==> config.mk <==
export PLATFORM = sky130hd
export DESIGN_NAME = pool_pixel_bank_arbiter
export DESIGN_NICKNAME = d
export VERILOG_FILES = /design/src/rtl/pool_buf_pkg.sv /design/src/rtl/pool_buf_addr_map.sv /design/src/rtl/pool_pixel_bank_arbiter.sv
export SDC_FILE = /design/constraint.sdc
export NUM_CORES = 1
export LEC_CHECK = 0
export ABC_CLOCK_PERIOD_IN_PS = 15320
export BUFFER_PORTS_ARGS = -buffer_cell sky130_fd_sc_hd__buf_2
export CAP_MARGIN = 15
export CORE_AREA = 2 2 533 535
export CTS_CLUSTER_DIAMETER = 200
export DETAILED_ROUTE_END_ITERATION = 12
export DIE_AREA = 0 0 535 537
export GPL_TIMING_DRIVEN = 0
export HOLD_SLACK_MARGIN = 0.05
export PLACE_DENSITY = 0.3
export SYNTH_ARGS = -nofsm -noshare
export SYNTH_HDL_FRONTEND = slang
export SYNTH_SLANG_ARGS = --single-unit
==> constraint.sdc <==
create_clock -name clk -period 15.32 [get_ports clk]
set_input_delay 0 -clock clk [delete_from_list [all_inputs] [get_ports clk]]
set_output_delay 0 -clock clk [all_outputs]
set_load 0.05 [all_outputs]
==> src/rtl/pool_buf_pkg.sv <==
// pool_buf_pkg: shared constants and frame state for the pooled pixel bank arbiter.
package pool_buf_pkg;
    localparam int DATA_W  = 128;
    localparam int BANK_EE = 0;
    localparam int BANK_EO = 1;
    localparam int BANK_OE = 2;
    localparam int BANK_OO = 3;
    typedef enum logic {ST_FILL, ST_POOL} state_t;
endpackage

==> src/rtl/pool_buf_addr_map.sv <==
// pool_buf_addr_map: maps a pixel write or a pooled-window read onto bank selects and the shared bank address.
module pool_buf_addr_map #(
    parameter int IN_WIDTH = 28,
    parameter int ADDR_W   = 16
) (
    input  logic              sel_rd,
    input  logic [15:0]       row,
    input  logic [15:0]       col,
    output logic [3:0]        cs,
    output logic [ADDR_W-1:0] addr
);
    localparam int HALF = IN_WIDTH / 2;
    always_comb begin
        cs   = sel_rd ? 4'b1111 : 4'b0001 << {row[0], col[0]};
        addr = sel_rd ? ADDR_W'(32'(row) * HALF + 32'(col))
                      : ADDR_W'(32'(row >> 1) * HALF + 32'(col >> 1));
    end
endmodule

==> src/rtl/pool_pixel_bank_arbiter.sv <==
// pool_pixel_bank_arbiter: arbitrates four pixel banks between the conv writer and the maxpool reader.
// Define POOL_RD_OUT_REG_EN to register the window read data (2-cycle read latency instead of 1).
module pool_pixel_bank_arbiter #(
    parameter int DATA_W       = pool_buf_pkg::DATA_W,
    parameter int IN_WIDTH     = 28,
    parameter int ADDR_W       = 16,
    parameter int MAX_RD_BURST = 4
) (
    input  logic              clk,
    input  logic              rst,
    input  logic              wr_req,
    input  logic [15:0]       wr_row,
    input  logic [15:0]       wr_col,
    input  logic [DATA_W-1:0] wr_data,
    output logic              wr_gnt,
    input  logic              rd_req,
    input  logic [15:0]       rd_row,
    input  logic [15:0]       rd_col,
    output logic              rd_gnt,
    output logic              rd_valid,
    output logic [DATA_W-1:0] rd_data_ee,
    output logic [DATA_W-1:0] rd_data_eo,
    output logic [DATA_W-1:0] rd_data_oe,
    output logic [DATA_W-1:0] rd_data_oo,
    output logic [3:0]        bank_cs,
    output logic [3:0]        bank_we,
    output logic [ADDR_W-1:0] bank_addr,
    output logic [DATA_W-1:0] bank_wdata,
    input  logic [DATA_W-1:0] bank_rdata_ee,
    input  logic [DATA_W-1:0] bank_rdata_eo,
    input  logic [DATA_W-1:0] bank_rdata_oe,
    input  logic [DATA_W-1:0] bank_rdata_oo,
    input  logic              pool_done,
    output logic              pixel_store_done
);
    import pool_buf_pkg::*;
    localparam int FRAME = IN_WIDTH * IN_WIDTH;
    localparam int CNT_W = $clog2(FRAME + 1);
    localparam int STK_W = $clog2(MAX_RD_BURST + 1);
    state_t state, state_n;
    logic [CNT_W-1:0] wr_cnt, wr_cnt_n, cnt_inc;
    logic [15:0] rd_row_q, rd_row_n;
    logic [STK_W-1:0] rd_streak, rd_streak_n;
    logic pool, wr_elig, frame_full, psd_n;
    logic [3:0] map_cs;
    logic [ADDR_W-1:0] map_addr;
    pool_buf_addr_map #(.IN_WIDTH(IN_WIDTH), .ADDR_W(ADDR_W)) u_map (
        .sel_rd(rd_gnt),
        .row(rd_gnt ? rd_row : wr_row),
        .col(rd_gnt ? rd_col : wr_col),
        .cs(map_cs),
        .addr(map_addr)
    );
    assign bank_cs    = (rd_gnt || wr_gnt) ? map_cs : '0;
    assign bank_we    = wr_gnt ? map_cs : '0;
    assign bank_addr  = (rd_gnt || wr_gnt) ? map_addr : '0;
    assign bank_wdata = wr_gnt ? wr_data : '0;
    // Row guard: next-frame writes may only land in row pairs the reader has already passed.
    always_comb begin
        pool        = state == ST_POOL;
        wr_elig     = pool && wr_req && wr_cnt != CNT_W'(FRAME) && (wr_row >> 1) < rd_row_q;
        rd_gnt      = !rst && pool && rd_req && !(wr_elig && rd_streak == STK_W'(MAX_RD_BURST));
        wr_gnt      = !rst && (pool ? wr_elig && !rd_gnt : wr_req);
        cnt_inc     = wr_cnt + CNT_W'(wr_gnt);
        frame_full  = cnt_inc == CNT_W'(FRAME);
        state_n     = state;
        wr_cnt_n    = cnt_inc;
        rd_row_n    = rd_gnt ? rd_row : rd_row_q;
        rd_streak_n = (wr_gnt || !wr_elig) ? '0 : rd_streak + STK_W'(rd_gnt);
        psd_n       = 1'b0;
        if (!pool && frame_full) begin
            state_n  = ST_POOL;
            wr_cnt_n = '0;
            rd_row_n = '0;
            psd_n    = 1'b1;
        end
        if (pool && pool_done) begin
            rd_row_n = '0;
            wr_cnt_n = frame_full ? '0 : cnt_inc;
            psd_n    = frame_full;
            state_n  = frame_full ? ST_POOL : ST_FILL;
        end
    end
    always_ff @(posedge clk or posedge rst) begin
        if (rst) begin
            state            <= ST_FILL;
            wr_cnt           <= '0;
            rd_row_q         <= '0;
            rd_streak        <= '0;
            pixel_store_done <= 1'b0;
        end else begin
            state            <= state_n;
            wr_cnt           <= wr_cnt_n;
            rd_row_q         <= rd_row_n;
            rd_streak        <= rd_streak_n;
            pixel_store_done <= psd_n;
        end
    end
`ifdef POOL_RD_OUT_REG_EN
    logic rd_pend;
    always_ff @(posedge clk or posedge rst) begin
        if (rst) begin
            rd_pend    <= 1'b0;
            rd_valid   <= 1'b0;
            rd_data_ee <= '0;
            rd_data_eo <= '0;
            rd_data_oe <= '0;
            rd_data_oo <= '0;
        end else begin
            rd_pend  <= rd_gnt;
            rd_valid <= rd_pend;
            if (rd_pend) begin
                rd_data_ee <= bank_rdata_ee;
                rd_data_eo <= bank_rdata_eo;
                rd_data_oe <= bank_rdata_oe;
                rd_data_oo <= bank_rdata_oo;
            end
        end
    end
`else
    always_ff @(posedge clk or posedge rst) begin
        if (rst) rd_valid <= 1'b0;
        else rd_valid <= rd_gnt;
    end
    assign rd_data_ee = bank_rdata_ee;
    assign rd_data_eo = bank_rdata_eo;
    assign rd_data_oe = bank_rdata_oe;
    assign rd_data_oo = bank_rdata_oo;
`endif
endmodule

==> metrics.md <==
| Metric | Value |
|---|---|
| Worst-margin pin slew | 0.981 ns |
| Wire per inst | 22.3 um |
| Max cap viols | 0 |
| EDFF count, synth | 0 |
| Num CTS Buffers | 5 |
| CTS tree | yes |
| Post-cts gate resize count | 0 |
| Fmax | 0.133 GHz |
| Reg2Reg Setup Slack | 9.33 ns |
| RSZ-0062 raised after global routing | false |
| Crit Path Category | reg -> out |
| Gr ovfl total | 0 |
| Clock slew seen by the registers of the worst setup and hold paths | 0.06 ns |
| Initial DRC count | 539 |
| DRT antenna net count | 0 |
| Mapped cell area | 9510 um2 |
| Die area | 287000 um2 |
| Count of final max-slew check failures | 0 |
| Origin of the critical flop-to-flop path | rd_row_q[7]$_DFFE_PP0P_ |
| Slew headroom | 34.6% |
| Largest net degree at the start of global routing | 35 |
| Synthesis Warnings | 0 |
| Unique masters post-synth | 62 |
| Non-Filler Instances | 5947 |
| Worst Path Required | 15.32 ns |
| Clock Path Buffers | 2 |
| Initial Util | 3.38% |
| #FFs+latches synth | 32 |
| Maximum vdd drop | 0.0329 mV |
| Total global-route track usage | 8.60% |
| Fin crit share | 49.1% |
| Number of setup violations in the final report | 0 |
| Clk sinks | 32 |
| Final Util | 6.72% |
| Share of layout cells above drive strength 1 | 65.0% |
| GPL Wtd Cong | 0.982 |
| Final wirelength | 132 mm |
| Antenna violations before repair | 111 |
| Ys flop type | dfrtp_1 |
| Core Area | 281000 um2 |
| Hold depth | 3 |
| Pwr Density | 70.0 nW/um2 |
| Most frequent cells in the layout | buf_2, buf_4, and2_1 |
| Final clock skew | 0.0119 ns |
| NumNets Final | 2958 |
| Hold_sp | rd_row[3] |
| Setup crit end kind | output pin |
| Setup WS post-layout | 7.79 ns |
| Setup TNS Final | 0 ns |
| Die Ht | 537 um |
| Worst Hold Path EP | rd_row_q[3]$_DFFE_PP0P_ |
| Vias per inst | 2.07 |
| First-pass GRT wire length | 153 mm |
| Area Growth Syn to Fin | 98.8% |
| Sequential share of the synthesized area | 8.42% |
| Post-Syn Instances | 1286 |
| Post-place setup slack | 7.96 ns |
| H-tree depth | 2 |
| Setup bufs post-CTS | 0 |
| Syn nets | 2072 |
| Status | finished clean |
| Fin crit period | 7.53 ns |
| Cell Rows | 195 |
| Final HPWL DP | 126 mm |
| CTS root buf | clkbuf_16 |
| Leading cell type in the layout, fill and taps excluded | buf_2 |
| Vias | 12290 |
| Hold_buf cts | 14 |
| Vias in the first global route | 12023 |
| Fillcell total | 33235 |
| Drt drc | 0 |
| Crit path launch type | flop |
| Router iterations before antenna repair | 5 |
| Async SR Flop Fraction | 100% |
| Final Hold Vio Count | 0 |
| Reg2reg path depth | 19 |
| Hold Path Class | in -> reg |
| Syn avg cell area | 7.39 um2 |
| Critical path arrival | 7.53 ns |
| Post-Place Cells | 5894 |
| Ports | 1377 |
| Crit Path Max Fanout | 10 |
| Die Wd | 535 um |
| Leakage | 8.90 nW |
| Reg2reg end | rd_row_q[12]$_DFFE_PP0P_ |
| Clock latency on the worst-skew pair | 0.29 ns |
| I/O Buffers | 864 |
-- per-layer routing --
layer	routed length, um	track usage (%)	vias up	part of all wire [%]
li1	-	-	5458	-
met4	3970	2.10	30	3.0
met2	61500	14.5	1068	46
met3	20800	5.63	145	16
met5	168	0	-	0.13
met1	46000	8.76	5589	35
-- flip-flops by register name, indices dropped and copies added, names as in the netlist --
signal,cells
rd_row_q,16
rd_valid,1
rd_streak,3
wr_cnt,10
pool,1
pixel_store_done,1
-- kinds of logic (layout without fill, tap and decap cells) --
family | Yosys count | count (layout) | share of synthesized area (%)
xor+xnor | 66 | 66 | 6.08
buf+inv | 593 | 1480 | 43.9
compound gates | 163 | 163 | 11.2
flops | 32 | 32 | 8.42
mux | 3 | 3 | 0.355
simple gates | 352 | 352 | 19.1
other cells | 0 | 31 | 0
fa+ha+maj | 77 | 77 | 10.9
-- worst max-delay path by stage --
stage | from | endpoint | cells after the start
floorplan | wr_cnt[6]$_DFF_PP0_ | bank_addr[10] | 21
global placement | rd_row_q[7]$_DFFE_PP0P_ | bank_addr[15] | 26
detailed placement | rd_row_q[7]$_DFFE_PP0P_ | bank_addr[15] | 26
CTS | rd_row_q[7]$_DFFE_PP0P_ | bank_addr[15] | 26
global route | rd_row_q[7]$_DFFE_PP0P_ | bank_addr[15] | 26
finish | rd_row_q[7]$_DFFE_PP0P_ | bank_addr[15] | 26
-- through the flow --
stage | area (um2) | total power, mW | hold slack, ns
after floorplan | 9510 | 0.882 | 0.0964
after CTS | 18800 | 1.36 | 0.0575
after global routing | 18900 | 1.43 | 0.0629
after global placement | 18500 | 1.25 | 0.218
final | 18900 | 1.32 | 0.0568
after detailed placement | 18500 | 1.24 | 0.0684
-- power breakdown --
group / internal (mW) / switching [mW] / total [mW] / leakage (nW)
Sequential: 0.0938 / 0.0123 / 0.106 / 0.432
Clock: 0.0606 / 0.0464 / 0.107 / 0.0662
Combinational: 0.343 / 0.768 / 1.11 / 8.40
-- worst max-delay path, cell delays in order, from the launching register on --
cell,delay [ns]
dfrtp_1,0.35
inv_1,0.05
ha_1,0.30
a211oi_1,0.29
nand3_1,0.11
a31oi_1,0.42
o211ai_2,0.23
nand2_4,0.19
buf_2,0.31
clkbuf_1,0.77
nand2_1,0.12
nand2_1,0.23
fa_1,0.44
ha_1,0.39
nand2_1,0.11
nor2_1,0.06
a221oi_1,0.45
xnor2_1,0.19
ha_1,0.35
nand3_1,0.10
o31ai_1,0.37
o41ai_1,0.16
o21ai_0,0.47
nand2_1,0.11
nor3b_1,0.22
a221o_1,0.15
buf_2,0.28
-- cells in the mapped netlist, types with 3 or more instances --
| cell type | number | area (um2) |
|---|---|---|
| clkbuf_1 | 25 | 93.8 |
| o31ai_1 | 4 | 30.0 |
| nand3_1 | 14 | 70.1 |
| o22ai_1 | 12 | 75.1 |
| o21a_1 | 4 | 30.0 |
| a21oi_1 | 52 | 260 |
| xnor2_1 | 31 | 272 |
| and3_1 | 4 | 25.0 |
| nand2_1 | 120 | 450 |
| fa_1 | 10 | 200 |
| nor4_1 | 3 | 18.8 |
| a22o_1 | 4 | 35.0 |
| or2_1 | 3 | 18.8 |
| nor2_1 | 37 | 139 |
| buf_4 | 513 | 3850 |
| a21o_1 | 12 | 90.1 |
| or3_1 | 3 | 18.8 |
| buf_2 | 8 | 40.0 |
| and2_1 | 133 | 832 |
| a21boi_1 | 3 | 22.5 |
| inv_1 | 43 | 161 |
| dfrtp_1 | 32 | 801 |
| o21bai_1 | 12 | 90.1 |
| xor2_1 | 35 | 307 |
| nand2b_1 | 6 | 37.5 |
| nand4_1 | 8 | 50.1 |
| nor3_1 | 4 | 20.0 |
| nor2b_1 | 4 | 25.0 |
| ha_1 | 67 | 838 |
| o21ai_0 | 28 | 140 |
| a211oi_1 | 6 | 45.0 |
-- cell type report --
class | count | area (um2) | area share (%)
Sequential cell | 32 | 801 | 4.24
Multi-Input combinational cell | 661 | 4530 | 24.0
Buffer | 548 | 4010 | 21.2
Timing Repair Buffer | 879 | 4480 | 23.7
Tap cell | 3743 | 4680 | 24.8
Clock buffer | 5 | 125 | 0.662
Clock inverter | 3 | 23.8 | 0.126
Antenna cell | 31 | 77.6 | 0.410
Inverter | 45 | 169 | 0.894
No activity file was read; power rests on OpenSTA's default activity.
